File: src/rtl/div4_seq.sv
// Sequential 4-bit restoring divider: one trial subtraction per clock, 6-cycle latency.
// Optional build macro DIV4_SIGNED_EN selects two's-complement operands with sign fix-up.

// 4-bit ripple-borrow subtractor; negative reports the borrow out of the MSB.
module resta4bits (
    input  logic [3:0] a,
    input  logic [3:0] b,
    output logic [3:0] diff,
    output logic       negative
);
    logic [4:0] borrow;

    assign borrow[0] = 1'b0;

    genvar gi;
    generate
        for (gi = 0; gi < 4; gi++) begin : g_bit
            assign diff[gi]       = a[gi] ^ b[gi] ^ borrow[gi];
            assign borrow[gi + 1] = (~a[gi] & b[gi]) | (~(a[gi] ^ b[gi]) & borrow[gi]);
        end
    endgenerate

    assign negative = borrow[4];
endmodule

module div4_seq (
    input  logic       clk,
    input  logic       rst_n,
    input  logic       start,
    input  logic [3:0] A,
    input  logic [3:0] B,
    output logic [3:0] Q,
    output logic [3:0] R,
    output logic       busy,
    output logic       done,
    output logic       err,
    output logic       ovf
);
    typedef enum logic [1:0] {
        S_IDLE = 2'd0,
        S_CALC = 2'd1,
        S_DONE = 2'd2
    } state_t;

    state_t     state_q, state_d;
    logic [4:0] p_q, p_d;
    logic [3:0] dvd_q, dvd_d;
    logic [3:0] dvs_q, dvs_d;
    logic [1:0] cnt_q, cnt_d;
    logic [3:0] a_q, a_d;
    logic [3:0] b_q, b_d;
    logic [3:0] q_q, q_d;
    logic [3:0] r_q, r_d;
    logic       busy_q, busy_d;
    logic       done_q, done_d;
    logic       err_q, err_d;
    logic       ovf_q, ovf_d;

    logic [4:0] p_shift;
    logic [3:0] sub_lo;
    logic       sub_borrow;
    logic       trial_neg;
    logic [4:0] trial_val;
    logic [3:0] fix_q;
    logic [3:0] fix_r;
    logic       fix_ovf;

    function automatic logic [3:0] mag4(input logic [3:0] v);
`ifdef DIV4_SIGNED_EN
        // -8 maps onto 4'b1000, which the unsigned core handles directly.
        return v[3] ? (~v + 4'd1) : v;
`else
        return v;
`endif
    endfunction

    // The 5-bit trial is split: Resta4bits covers the low nibble, P[4] absorbs its borrow.
    assign p_shift   = {p_q[3:0], dvd_q[3]};
    resta4bits u_sub (
        .a        (p_shift[3:0]),
        .b        (dvs_q),
        .diff     (sub_lo),
        .negative (sub_borrow)
    );
    assign trial_neg = ~p_shift[4] & sub_borrow;
    assign trial_val = {p_shift[4] ^ sub_borrow, sub_lo};

    always_comb begin
        fix_q   = dvd_q;
        fix_r   = p_q[3:0];
        fix_ovf = 1'b0;
`ifdef DIV4_SIGNED_EN
        if (a_q[3] ^ b_q[3]) begin
            fix_q = ~dvd_q + 4'd1;
        end
        if (a_q[3]) begin
            fix_r = ~p_q[3:0] + 4'd1;
        end
        if ((a_q == 4'h8) && (b_q == 4'hF)) begin
            fix_q   = 4'h8;
            fix_r   = 4'h0;
            fix_ovf = 1'b1;
        end
`endif
    end

    always_comb begin
        state_d = state_q;
        p_d     = p_q;
        dvd_d   = dvd_q;
        dvs_d   = dvs_q;
        cnt_d   = cnt_q;
        a_d     = a_q;
        b_d     = b_q;
        q_d     = q_q;
        r_d     = r_q;
        busy_d  = busy_q;
        done_d  = 1'b0;
        err_d   = err_q;
        ovf_d   = ovf_q;

        case (state_q)
            S_IDLE: begin
                if (start) begin
                    a_d    = A;
                    b_d    = B;
                    p_d    = 5'd0;
                    dvd_d  = mag4(A);
                    dvs_d  = mag4(B);
                    cnt_d  = 2'd0;
                    busy_d = 1'b1;
                    state_d = (B == 4'd0) ? S_DONE : S_CALC;
                end
            end
            S_CALC: begin
                // Quotient bits shift in behind the consumed dividend bits.
                p_d   = trial_neg ? p_shift : trial_val;
                dvd_d = {dvd_q[2:0], ~trial_neg};
                cnt_d = cnt_q + 2'd1;
                if (cnt_q == 2'd3) begin
                    state_d = S_DONE;
                end
            end
            S_DONE: begin
                done_d  = 1'b1;
                busy_d  = 1'b0;
                state_d = S_IDLE;
                if (b_q == 4'd0) begin
                    q_d   = 4'hF;
                    r_d   = a_q;
                    err_d = 1'b1;
                    ovf_d = 1'b0;
                end else begin
                    q_d   = fix_q;
                    r_d   = fix_r;
                    err_d = 1'b0;
                    ovf_d = fix_ovf;
                end
            end
            default: begin
                state_d = S_IDLE;
                busy_d  = 1'b0;
            end
        endcase
    end

    always_ff @(posedge clk) begin
        if (!rst_n) begin
            state_q <= S_IDLE;
            p_q     <= 5'd0;
            dvd_q   <= 4'd0;
            dvs_q   <= 4'd0;
            cnt_q   <= 2'd0;
            a_q     <= 4'd0;
            b_q     <= 4'd0;
            q_q     <= 4'd0;
            r_q     <= 4'd0;
            busy_q  <= 1'b0;
            done_q  <= 1'b0;
            err_q   <= 1'b0;
            ovf_q   <= 1'b0;
        end else begin
            state_q <= state_d;
            p_q     <= p_d;
            dvd_q   <= dvd_d;
            dvs_q   <= dvs_d;
            cnt_q   <= cnt_d;
            a_q     <= a_d;
            b_q     <= b_d;
            q_q     <= q_d;
            r_q     <= r_d;
            busy_q  <= busy_d;
            done_q  <= done_d;
            err_q   <= err_d;
            ovf_q   <= ovf_d;
        end
    end

    assign Q    = q_q;
    assign R    = r_q;
    assign busy = busy_q;
    assign done = done_q;
    assign err  = err_q;
    assign ovf  = ovf_q;
endmodule
File: config.mk
export PLATFORM = sky130hd
export DESIGN_NAME = div4_seq
export DESIGN_NICKNAME = d
export VERILOG_FILES = /design/src/rtl/div4_seq.sv
export SDC_FILE = /design/constraint.sdc
export NUM_CORES = 1
export LEC_CHECK = 0
export ABC_AREA = 0
export ABC_CLOCK_PERIOD_IN_PS = 3500
export CAP_MARGIN = 10
export CELL_PAD_IN_SITES_DETAIL_PLACEMENT = 1
export CELL_PAD_IN_SITES_GLOBAL_PLACEMENT = 1
export CORE_MARGIN = 1
export CORE_UTILIZATION = 53
export CTS_BUF_LIST = sky130_fd_sc_hd__clkbuf_8
export DETAILED_ROUTE_END_ITERATION = 8
export DONT_BUFFER_PORTS = 1
export GPL_TIMING_DRIVEN = 0
export PLACE_DENSITY = 0.87
export SLEW_MARGIN = 0
export SYNTH_ARGS = -nofsm -noshare
export SYNTH_HDL_FRONTEND = slang
export SYNTH_SLANG_ARGS = --single-unit
File: constraint.sdc
create_clock -name clk -period 3.5 [get_ports clk]
set_input_delay 0.525 -clock clk [delete_from_list [all_inputs] [get_ports clk]]
set_output_delay 0.525 -clock clk [all_outputs]
set_load 0.005 [all_outputs]
After elaboration in Yosys (flattened, before gate mapping) --
Index checks and enable logic that the tools add are counted.
Word-level totals: logic and storage cells 70, register bits 31, input port bits 11, output and inout bits 12
Operators by class: add/subtract/negate cells 1, multiplexer cells 17, reductions and logical operators 8, bitwise operators 28, eq/ne operators 5
Operator list (count):
- two-way mux 4 bit | 5
- case mux 4 bit (2 select lines) | 2
- NOT 1 bit | 10
- bitwise AND 1 bit | 8
- zero test 4 bit | 2
- two-way mux 2 bit | 4
- case mux 2 bit (2 select lines) | 2
- AND reduction 2 bit | 4
- XOR 1 bit | 7
- equality test 2 bit (second input constant) | 2
- inequality test 2 bit (second input constant) | 2
- two-way mux 1 bit | 3
- bitwise OR 1 bit | 3
- adder 2 x 1 -> 2 bit (second input constant) | 1
- equality test 2 x 1 -> 1 bit (second input constant) | 1
- zero test 2 bit | 1
- case mux 1 bit (2 select lines) | 1
- nonzero test 2 bit | 1

Depth between registers and ports, before layout --
Gate-level depths: netlist of the first run.
word-level depth 11, mapped depth 8

Hierarchy --
A second synthesis of the first run with hierarchy kept.
Second synthesis, totals: cells, all modules 150, area total of the unflattened synthesis 1450.1 um^2
By module, submodules not included:
- div4_seq | cells an instance 136, area an instance 1340.0 um^2, sequential area each 620.6 um^2, times used 1
- resta4bits | cells an instance 14, area an instance 110.1 um^2, sequential area each 0.0 um^2, times used 1

Least setup slack after synthesis of the first run --
OpenSTA, ideal clock, no wires.
kind register to register, start reg dvd_q[3], end reg p_q[3], data required time 3383 ps, library setup time 117 ps, slack 1152 ps, arrival time 2231 ps, stages on the path, launching flop included 9, cell sequence dfxtp_1 inv_1 ha_1 fa_1 fa_1 fa_1 nand2b_1 o22ai_1 a32o_1
Between the ends: word-level cells in the longest chain between the ends 11, elaborated cells on any way between the ends 12
Ends and longest elaborated chain:
- start, declared | line 47 | logic [3:0] dvd_q, dvd_d;
- start signal, assigned | line 185 | dvd_q <= dvd_d;
- NOT 1 bit (*) | line 19 | assign borrow[gi + 1] = (~a[gi] & b[gi]) | (~(a[gi] ^ b[gi]) & borrow[gi]);
- bitwise AND 1 bit (*) (2 in series) | line 19
- bitwise OR 1 bit (*) | line 19
- bitwise AND 1 bit (*) | line 19
- bitwise OR 1 bit (*) | line 19
- bitwise AND 1 bit | line 19
- bitwise OR 1 bit | line 19
- bitwise AND 1 bit | line 85 | assign trial_neg = ~p_shift[4] & sub_borrow;
- two-way mux 4 bit (*) | line 137 | p_d = trial_neg ? p_shift : trial_val;
- case mux 4 bit (2 select lines) (*) | line 122 | case (state_q)
- end signal, assigned | line 184 | p_q <= p_d;
- end, declared | line 46 | logic [4:0] p_q, p_d;
Mark *: on every way between the ends. The rest lies on a longest branch, timed or not. A chain may end at the register's enable or synchronous reset.

Worst setup path after layout of the first run --
Ends and elaborated chain as after synthesis.

==> results of run 1 <==
==> metal layers <==
layer | part of all wire | routed length, um | global-route usage
met1 | 0.42 | 1326 | 0.2912
met2 | 0.52 | 1642 | 0.4500
met3 | 0.042 | 134 | 0.09040
met4 | 0.017 | 53 | 0.1272
met5 | 0 | 0 | 0
==> final cells by class <==
cell class              instances  area (um2)  share of cell area
clock inverters                 3       12.51            0.008177
clock buffers                   5       68.82             0.04497
plain buffers                   8       38.79             0.02535
multi-input cells             102       737.0              0.4816
well taps                      30       37.54             0.02453
inverters                       4       15.01            0.009812
flip-flops and latches         31       620.6              0.4056
==> stage by stage <==
stage / setup WS [ns] / total power [mW] / cell area (um2)
finish: 0.8536 / 0.7676 / 1530
CTS: 0.8688 / 0.7750 / 1530
floorplan: 1.152 / 0.4891 / 1411
global route: 0.7536 / 0.8084 / 1530
global placement: 0.9672 / 0.5083 / 1449
detailed placement: 0.8869 / 0.5183 / 1449
==> sequential cells by signal (all words and copies together) (netlist names) <==
signal and flops:
err 1, a_q 4, cnt_q 2, Q 4, state_q 2, b_q 4
done 1, busy 1, p_q 4, R 4, dvd_q 4
==> cell families after synthesis <==
kind of cell,count (synthesis),synth area share
compound gates,38,0.1729
other cells,1,0.002657
mux,15,0.1064
flops,31,0.4397
simple gates,43,0.1800
buf+inv,12,0.03812
fa+ha+maj,5,0.06028
==> power by group <==
part	internal [mW]	switching [mW]
combinational	0.0528	0.0674
sequential	0.373	0.0180
clock	0.133	0.124
total	0.559	0.209
==> worst max-delay path by stage <==
stage,from,to,slack (ns),cells past startpoint
3_3_place_gp,dvd_q[3],p_q[3],0.97,8
2_1_floorplan,dvd_q[3],p_q[3],1.15,8
5_1_grt,dvd_q[3],p_q[3],0.75,8
4_1_cts,dvd_q[3],p_q[3],0.87,8
6_report,dvd_q[3],p_q[3],0.85,8
3_5_place_dp,dvd_q[3],p_q[3],0.89,8
==> cells in the final DEF (no fill, tap or decap), drive strengths merged, types with 5 or more instances in the layout <==
| cell type | synthesis | routed |
|---|---|---|
| dfxtp | 31 | 31 |
| mux2i | 15 | 15 |
| nor2b | 14 | 14 |
| a21oi | 14 | 14 |
| o21ai | 12 | 12 |
| nor2 | 8 | 8 |
| clkbuf | 3 | 8 |
| inv | 4 | 6 |
| buf | 5 | 5 |
| and2 | 5 | 5 |
==> PnR_summary.wiki, run 1 <==
{| class="wikitable"
! Metric !! Value
|-
| Result of the run || finished clean
|-
| Ratio of cells with drive above 1 in the final layout || 0.1176
|-
| Number of vias per cell || 5.760
|-
| Most used flip-flop cell after synthesis || dfxtp_1
|-
| Final worst path period share || 0.7561
|-
| Cell taking the most area after synthesis || dfxtp_1
|-
| Final Hold Violating Endpoints || 0
|-
| Die width || 53.61 um
|-
| Top achievable clock speed || 0.3779 GHz
|-
| Static power due to leakage || 0.6079 nW
|-
| Die footprint || 2874 um2
|-
| Row cnt || 18
|-
| Grt total ovfl || 0
|-
| Worst slew margin relative to its limit || 0.5636
|-
| Critical Path Sink Type || flip-flop
|-
| Clock edge transition at the registers on the reported setup and hold paths || 0.06 ns
|-
| Clock tree from TritonCTS || built
|-
| Vias post-DR || 1054
|-
| Initial DRC Count || 7
|-
| Routed length per instance || 17.25 um
|-
| Total track usage || 0.2637
|-
| Required time at the worst-slack endpoint || 3.67 ns
|-
| Cell at the slowest stage of the critical path || dfxtp_1
|-
| Min-Delay Startpoint || A[3]
|-
| Fin util || 0.6121
|-
| Number of synthesized flops with an enable pin || 0
|-
| DRC violation count after routing || 0
|-
| Synthesized net count || 161
|-
| Worst Skew || 0.002895 ns
|-
| Proportion of synthesized flip-flops having asynchronous set or reset || 0
|-
| Power density over the cells || 501.6 nW/um2
|-
| Top fanout value on the critical path || 8
|-
| Register-to-register setup slack || 0.85 ns
|-
| Setup repair after global routing missed its margin || false
|-
| Synthesized cell area || 1411 um2
|-
| Ports placed on the boundary || 23
|-
| First-pass GRT wire length || 5092 um
|-
| Number of buffers inserted by hold repair at cts || 0
|-
| Area of the core || 2500 um2
|-
| Clock network latency to the later pin of the worst-skew pair || 0.28 ns
|-
| CTS Buf Count || 5
|-
| Commonest cells in the netlist || dfxtp_1 (31), mux2i_1 (15), nor2b_1 (14), o21ai_0 (12), a21oi_1 (10)
|-
| Gpl congestion || 0.7443
|-
| Transition time of the tightest slew-check pin || 0.6497 ns
|-
| Ranking of synthesized cells by area || dfxtp_1 (44%), mux2i_1 (11%), nor2b_1 (6.2%)
|-
| Max-capacitance violation count || 0
|-
| Cells on Worst Hold Path || 2
|-
| IR Drop Worst-Case VDD || 0.4104 mV
|-
| Flip-flop and latch count after synthesis || 31
|-
| Class of the most critical setup path || flip-flop to flip-flop
|-
| Layout Nets || 168
|-
| Count of inserted antenna diode cells || 0
|-
| Peak per-stage delay on the critical path || 0.42 ns
|-
| Post-synth top area share || 0.4397
|-
| Setup Total Neg Slack || 0 ns
|-
| Launching element type of the critical path || flip-flop
|-
| Critical Path AT || 2.82 ns
|-
| Final-layout fill cell count || 297
|-
| Total number of yosys warnings || 0
|-
| Post-Synthesis Cells || 145
|-
| Cells traversed along the worst timing path || inv_1 > ha_1 > fa_1 > fa_1 > fa_1 > nand2b_1 > o22ai_1 > a32o_1
|-
| Via count of the first global-routing pass || 1097
|-
| Largest net degree at the start of global routing || 11
|-
| Final Instance Count excl. Fillers || 183
|-
| Starting Density || 0.5646
|-
| Per-instance average area after synthesis || 9.733 um2
|-
| Seq/Total Area, Yosys || 0.4397
|-
| Antenna Violating Nets Remaining || 0
|-
| Count of TritonRoute iterations in the first routing pass || 4
|-
| Die Ht || 53.61 um
|-
| Clk buf depth || 2
|-
| Hpwl dp || 2380 um
|-
| CP dominant cell by count || fa_1
|-
| Cell class contributing the biggest share of worst-path delay || adder cells
|-
| Worst hold-check path type || input pin to flip-flop
|-
| WL final || 3156 um
|-
| Count of input and output buffers || 0
|-
| Area grow syn2layout || 8.422%
|-
| Tmin final || 2.646 ns
|-
| Worst hold margin || 0.3804 ns
|-
| Clock Sink Count || 31
|-
| Number of distinct library cell variants in the gate-level netlist after synthesis || 32
|-
| Buf+Inv Stages, Crit Path || 1
|-
| R2r worst-path depth || 8
|-
| Buffer count from post-CTS setup fixing || 0
|-
| Post-placement cell count || 175
|-
| CTS H-Tree Depth || 2
|-
| Number of antenna violations at the first check in global routing || 0
|-
| Root buffer selected by CTS || clkbuf_8
|-
| Post-cts gate resize count || 0
|-
| Max-slew violation count || 0
|-
| Critical register-to-register path startpoint || dvd_q[3]
|-
| Number of setup violations in the final report || 0
|-
| Cell with the most instances after synthesis || dfxtp_1
|-
| WHS Endpoint || dvd_q[3]
|-
| Capturing point of the worst reg2reg path || p_q[3]
|}
(Power assumes the default switching activity.)
==> inputs of run 2 (changes only) <==
==> config.mk (replaced) <==
export PLATFORM = sky130hd
export DESIGN_NAME = div4_seq
export DESIGN_NICKNAME = d
export VERILOG_FILES = /design/src/rtl/div4_seq.sv
export SDC_FILE = /design/constraint.sdc
export NUM_CORES = 1
export LEC_CHECK = 0
export ABC_AREA = 1
export ABC_CLOCK_PERIOD_IN_PS = 2400
export CAP_MARGIN = 10
export CELL_PAD_IN_SITES_DETAIL_PLACEMENT = 1
export CELL_PAD_IN_SITES_GLOBAL_PLACEMENT = 1
export CORE_MARGIN = 1
export CORE_UTILIZATION = 42
export CTS_BUF_LIST = sky130_fd_sc_hd__clkbuf_8
export DETAILED_ROUTE_END_ITERATION = 8
export DONT_BUFFER_PORTS = 1
export GPL_TIMING_DRIVEN = 0
export PLACE_DENSITY = 0.79
export SLEW_MARGIN = 0
export SYNTH_ARGS = -nofsm -noshare
export SYNTH_HDL_FRONTEND = slang
export SYNTH_SLANG_ARGS = --single-unit
==> constraint.sdc (replaced) <==
create_clock -name clk -period 2.4 [get_ports clk]
set_input_delay 0.36 -clock clk [delete_from_list [all_inputs] [get_ports clk]]
set_output_delay 0.36 -clock clk [all_outputs]
set_load 0.005 [all_outputs]
==> PnR_summary.wiki, run 2 <==
{| class="wikitable"
! Metric !! Value
|-
| Clock edge transition at the registers on the reported setup and hold paths || 0.07 ns
|-
| Die footprint || 3587 um2
|-
| Buffer count from post-CTS setup fixing || 0
|-
| Worst hold-check path type || input pin to flip-flop
|-
| Per-instance average area after synthesis || 7.256 um2
|-
| Area of the core || 3128 um2
|-
| Hpwl dp || 2629 um
|-
| Antenna Violating Nets Remaining || 0
|-
| Commonest cells in the netlist || nor2_1 (44), nand2_1 (33), dfxtp_1 (31), nand3_1 (22), o21ai_0 (17)
|-
| Startpoint of the most critical setup path || dvd_q[3]
|-
| Number of setup violations in the final report || 0
|-
| Met3 track demand over resource in global routing || 0.07576
|-
| Number of synthesized flops with an enable pin || 0
|-
| Cells on Worst Hold Path || 2
|-
| Layout Nets || 217
|-
| Gpl congestion || 0.7884
|-
| Number of vias per cell || 5.024
|-
| Vias post-DR || 1236
|-
| IR Drop Worst-Case VDD || 0.3437 mV
|-
| Top achievable clock speed || 0.4440 GHz
|-
| Critical register-to-register path startpoint || dvd_q[3]
|-
| Initial DRC Count || 28
|-
| Busiest layer in global routing || met2
|-
| Met1 track demand over resource || 0.2600
|-
| Total track usage || 0.2330
|-
| Number of buffers inserted by hold repair at cts || 0
|-
| Tmin final || 2.252 ns
|-
| Count of TritonRoute iterations in the first routing pass || 4
|-
| Post-synth top area share || 0.4409
|-
| Ports placed on the boundary || 23
|-
| Most used flip-flop cell after synthesis || dfxtp_1
|-
| Worst hold margin || 0.2099 ns
|-
| Critical Path Sink Type || flip-flop
|-
| Required time at the worst-slack endpoint || 2.56 ns
|-
| Max-slew violation count || 0
|-
| CTS H-Tree Depth || 2
|-
| Cell taking the most area after synthesis || dfxtp_1
|-
| Clock tree from TritonCTS || built
|-
| Worst slew margin relative to its limit || 0.6332
|-
| Starting Density || 0.4500
|-
| Worst Skew || 0.008977 ns
|-
| Area grow syn2layout || 12.18%
|-
| Die Ht || 59.89 um
|-
| Number of distinct library cell variants in the gate-level netlist after synthesis || 20
|-
| Final Hold Violating Endpoints || 0
|-
| Synthesized net count || 210
|-
| R2r worst-path depth || 9
|-
| Class of the most critical setup path || flip-flop to flip-flop
|-
| CTS Buf Count || 5
|-
| Min-Delay Startpoint || rst_n
|-
| WHS Endpoint || err
|-
| Ranking of synthesized cells by area || dfxtp_1 (44%), nor2_1 (12%), nand2_1 (8.8%)
|-
| Power density over the cells || 827.8 nW/um2
|-
| Seq/Total Area, Yosys || 0.4409
|-
| Clock network latency to the later pin of the worst-skew pair || 0.29 ns
|-
| Critical Path AT || 2.41 ns
|-
| Number of antenna violations at the first check in global routing || 0
|-
| Root buffer selected by CTS || clkbuf_8
|-
| Count of input and output buffers || 0
|-
| Grt total ovfl || 0
|-
| Capturing point of the worst reg2reg path || p_q[1]
|-
| Clk buf depth || 2
|-
| Largest net degree at the start of global routing || 11
|-
| First-pass GRT wire length || 6051 um
|-
| WL final || 3503 um
|-
| Register-to-register setup slack || 0.15 ns
|-
| Cell with the most instances after synthesis || nor2_1
|-
| Top fanout value on the critical path || 5
|-
| Proportion of synthesized flip-flops having asynchronous set or reset || 0
|-
| Row cnt || 20
|-
| Launching element type of the critical path || flip-flop
|-
| Transition time of the tightest slew-check pin || 0.5502 ns
|-
| Ratio of cells with drive above 1 in the final layout || 0.1139
|-
| DRC violation count after routing || 0
|-
| Clock Sink Count || 31
|-
| Met2 track demand over resource in global routing || 0.4175
|-
| Die width || 59.89 um
|-
| Post-Synthesis Cells || 194
|-
| Routed length per instance || 14.24 um
|-
| Via count of the first global-routing pass || 1305
|-
| Most common library cell in the layout ignoring fill and taps || nor2_1
|-
| Max-capacitance violation count || 0
|-
| Result of the run || finished clean
|-
| Count of inserted antenna diode cells || 0
|-
| Leading cell types in the layout, fill and taps excluded || nor2_1 (44), nand2_1 (32), dfxtp_1 (30), nand3_1 (22)
|-
| Final worst path period share || 0.9385
|-
| Total number of yosys warnings || 0
|-
| Setup repair after global routing missed its margin || false
|-
| Setup Total Neg Slack || 0 ns
|-
| Flip-flop and latch count after synthesis || 31
|-
| Static power due to leakage || 0.6957 nW
|-
| Synthesized cell area || 1408 um2
|}
-- run 2: area by class of cell --
cell class                      count  area (um2)
Sequential cell                    31       621.8
Fill cell                         412        1549
Clock inverter                      1       3.754
Buffer                              5       33.78
Tap cell                           44       55.05
Multi-Input combinational cell    140       700.7
Inverter                           18       67.56
Clock buffer                        7       96.34
-- run 2: logic make-up (layout without fill, tap and decap cells) --
| group | Yosys count | in the layout | synth area share |
|---|---|---|---|
| flip-flops | 31 | 31 | 0.4409 |
| AND/OR/NAND/NOR | 106 | 106 | 0.3244 |
| other | 1 | 1 | 0.002664 |
| AO/OA/AOI/OAI | 28 | 28 | 0.09955 |
| buffers and inverters | 23 | 31 | 0.07200 |
| adder cells (fa/ha/maj) | 5 | 5 | 0.06044 |
-- run 2: layer usage --
metal	up-vias	part of all wire	wire (um)
met1	584	0.44	1532
li1	628	-	-
met4	0	0.012	43
met5	-	0	0
met3	3	0.042	147
met2	21	0.51	1779
-- run 2: how the worst max path moves through the flow --
stage / slack, ns / cells after the start / to
after floorplan: 0.22 / 9 / p_q[0]
after global placement: 0.03 / 9 / p_q[3]
after detailed placement: -0.06 / 9 / p_q[3]
after CTS: 0.05 / 9 / p_q[0]
after global routing: 0.03 / 9 / p_q[3]
final: 0.15 / 9 / p_q[1]
-- run 2: worst max-delay path: stages (launching register included) --
cell and delay [ns]:
dfxtp_2 0.34, inv_1 0.06, ha_1 0.22, fa_2 0.36, fa_2 0.36, fa_2 0.46
nand2_4 0.12, nand2_1 0.07, nand3_1 0.07, a21oi_1 0.06
-- run 2: report_power, final --
group,internal [mW],switching [mW]
clock network,0.257,0.203
registers,0.559,0.0357
logic,0.0930,0.159
-- run 2: repair_timing --
| action | 4_1_cts | 5_1_grt |
|---|---|---|
| pin swaps | 0 | 1 |
| endpoints found under the hold margin | 0 | 0 |
| resized for setup | 2 | 4 |
| setup endpoints to repair | 5 | 5 |
-- run 2: stage by stage --
step	total power, mW	cells	utilization	worst slack [ns]	instance area (um2)
after floorplan	0.7788	194	-	0.2202	1408
after global placement	0.8211	238	0.4676	0.03376	1463
after detailed placement	0.8447	238	0.4676	-0.06493	1463
after CTS	1.306	246	0.5012	0.04841	1568
after global routing	1.385	246	0.5048	0.02773	1579
final	1.307	246	0.5048	0.1476	1579
==> inputs of run 3 (changes only) <==
--- a/config.mk
+++ b/config.mk
@@ -6,17 +6,17 @@
 export NUM_CORES = 1
 export LEC_CHECK = 0
 export ABC_AREA = 1
-export ABC_CLOCK_PERIOD_IN_PS = 2400
+export ABC_CLOCK_PERIOD_IN_PS = 2820
 export CAP_MARGIN = 10
 export CELL_PAD_IN_SITES_DETAIL_PLACEMENT = 1
 export CELL_PAD_IN_SITES_GLOBAL_PLACEMENT = 1
 export CORE_MARGIN = 1
-export CORE_UTILIZATION = 42
+export CORE_UTILIZATION = 50
 export CTS_BUF_LIST = sky130_fd_sc_hd__clkbuf_8
 export DETAILED_ROUTE_END_ITERATION = 8
 export DONT_BUFFER_PORTS = 1
 export GPL_TIMING_DRIVEN = 0
-export PLACE_DENSITY = 0.79
+export PLACE_DENSITY = 0.88
 export SLEW_MARGIN = 0
 export SYNTH_ARGS = -nofsm -noshare
 export SYNTH_HDL_FRONTEND = slang
==> constraint.sdc (replaced) <==
create_clock -name clk -period 2.82 [get_ports clk]
set_input_delay 0.423 -clock clk [delete_from_list [all_inputs] [get_ports clk]]
set_output_delay 0.423 -clock clk [all_outputs]
set_load 0.005 [all_outputs]
==> PnR_summary.wiki, run 3 (synthesized netlist as in run 2, its figures left out) <==
{| class="wikitable"
! Metric !! Value
|-
| Buffer count from post-CTS setup fixing || 0
|-
| Largest net degree at the start of global routing || 11
|-
| Area of the core || 2567 um2
|-
| Worst slew margin relative to its limit || 0.6457
|-
| Count of TritonRoute iterations in the first routing pass || 4
|-
| Cell at the slowest stage of the critical path || fa_1
|-
| Switching Power || 301.4 uW
|-
| Root buffer selected by CTS || clkbuf_8
|-
| Final worst path period share || 0.8844
|-
| Number of antenna violations at the first check in global routing || 0
|-
| Register-to-register setup slack || 0.33 ns
|-
| Count of inserted antenna diode cells || 0
|-
| Antenna Violating Nets Remaining || 0
|-
| Worst Skew || 0.007399 ns
|-
| Via count of the first global-routing pass || 1199
|-
| Setup repair after global routing missed its margin || false
|-
| Static power due to leakage || 0.6824 nW
|-
| Class of the most critical setup path || flip-flop to flip-flop
|-
| Worst hold margin || 0.2925 ns
|-
| Top fanout value on the critical path || 5
|-
| Cells traversed along the worst timing path || inv_1 > ha_1 > fa_1 > fa_1 > fa_1 > nand2_1 > nand2_1 > nand3_1 > a21oi_1
|-
| Die Ht || 55.06 um
|-
| Required time at the worst-slack endpoint || 2.96 ns
|-
| Number of buffers inserted by hold repair at cts || 0
|-
| Transition time of the tightest slew-check pin || 0.5315 ns
|-
| Vias post-DR || 1234
|-
| Area grow syn2layout || 7.823%
|-
| Ports placed on the boundary || 23
|-
| Row cnt || 18
|-
| CTS H-Tree Depth || 2
|-
| Die width || 55.06 um
|-
| Layout Nets || 217
|-
| Leading cell types in the layout, fill and taps excluded || nor2_1 (44), nand2_1 (33), dfxtp_1 (31), nand3_1 (22)
|-
| Gpl congestion || 0.8119
|-
| Hpwl dp || 2579 um
|-
| Final-layout fill cell count || 337
|-
| Clock edge transition at the registers on the reported setup and hold paths || 0.06 ns
|-
| Total track usage || 0.2554
|-
| Clk buf depth || 2
|-
| Top achievable clock speed || 0.4010 GHz
|-
| Final Hold Violating Endpoints || 0
|-
| Cell-internal power || 708.1 uW
|-
| Clock tree from TritonCTS || built
|-
| Critical Path AT || 2.63 ns
|-
| Tmin final || 2.494 ns
|-
| Initial DRC Count || 20
|-
| Count of input and output buffers || 0
|-
| Sequential Power Share || 0.503
|-
| Ratio of cells with drive above 1 in the final layout || 0.08000
|-
| Result of the run || finished clean
|-
| Clock power share || 0.301
|-
| Multi-input gate area in the final layout || 685.7 um2
|-
| Routed length per instance || 14.34 um
|-
| Total area of sequential cells || 620.6 um2
|-
| Clock Sink Count || 31
|-
| DRC violation count after routing || 0
|-
| Launching element type of the critical path || flip-flop
|-
| Peak per-stage delay on the critical path || 0.47 ns
|-
| Most common library cell in the layout ignoring fill and taps || nor2_1
|-
| Worst hold-check path type || input pin to flip-flop
|-
| Number of setup violations in the final report || 0
|-
| Die footprint || 3032 um2
|-
| WL final || 3298 um
|-
| Number of vias per cell || 5.365
|-
| CP dominant cell by count || fa_1
|-
| Grt total ovfl || 0
|-
| Switching share of total power || 0.2985
|-
| IR Drop Worst-Case VDD || 0.5022 mV
|-
| Max-capacitance violation count || 0
|-
| First-pass GRT wire length || 5175 um
|-
| Max-slew violation count || 0
|-
| Starting Density || 0.5482
|-
| Post-cts gate resize count || 0
|-
| CTS Buf Count || 5
|-
| Critical Path Sink Type || flip-flop
|-
| Setup Total Neg Slack || 0 ns
|-
| Power density over the cells || 665.2 nW/um2
|-
| Clock network latency to the later pin of the worst-skew pair || 0.27 ns
|-
| Share of total power in combinational logic || 0.196
|}
-- run 3: area by class of cell --
type,count,area share
plain buffers,5,0.02226
clock buffers,5,0.04534
clock inverters,1,0.002473
inverters,18,0.04452
multi-input cells,140,0.4518
flip-flops and latches,31,0.4089
well taps,30,0.02473
-- run 3: worst max-delay path: cells and delay by family (launching register included) --
kind                       cells  cell delay (ns)
buffers and inverters          1             0.09
AOI/OAI and AO/OA              1             0.06
and+or+nand+nor                3             0.37
DFF                            1             0.36
adders and majority gates      4             1.48
-- run 3: final timing paths --
kind | to | from | cells past startpoint
min reg2reg | cnt_q[0] | cnt_q[0] | 1
max | p_q[1] | dvd_q[3] | 9
min | dvd_q[1] | rst_n | 2
max reg2reg | p_q[1] | dvd_q[3] | 9
-- run 3: metrics by stage --
stage | utilization | setup slack, ns | cells | total power [mW] | cell area, um2
global route | 0.5911 | 0.1903 | 230 | 1.068 | 1518
finish | 0.5911 | 0.3261 | 230 | 1.010 | 1518
CTS | 0.5911 | 0.3461 | 230 | 1.015 | 1518
global placement | 0.5629 | 0.4623 | 224 | 0.6978 | 1445
floorplan | - | 0.6402 | 194 | 0.6628 | 1408
detailed placement | 0.5629 | 0.3558 | 224 | 0.7148 | 1445
-- run 3: power by group through the flow --
stage / Sequential [mW] / Combinational [mW] / Clock (mW)
4_1_cts: 0.508 / 0.200 / 0.307
3_5_place_dp: 0.517 / 0.198 / 0
2_1_floorplan: 0.508 / 0.155 / 0
3_3_place_gp: 0.515 / 0.183 / 0
6_report: 0.508 / 0.198 / 0.304
5_1_grt: 0.513 / 0.229 / 0.327
-- run 3: per-layer routing --
metal / global-route usage / up-vias / share of wire
met1: 0.2893 / 576 / 0.45
met2: 0.4418 / 27 / 0.48
met5: 0 / - / 0
met4: 0.07083 / 0 / 0.0088
li1: - / 625 / -
met3: 0.1011 / 6 / 0.055
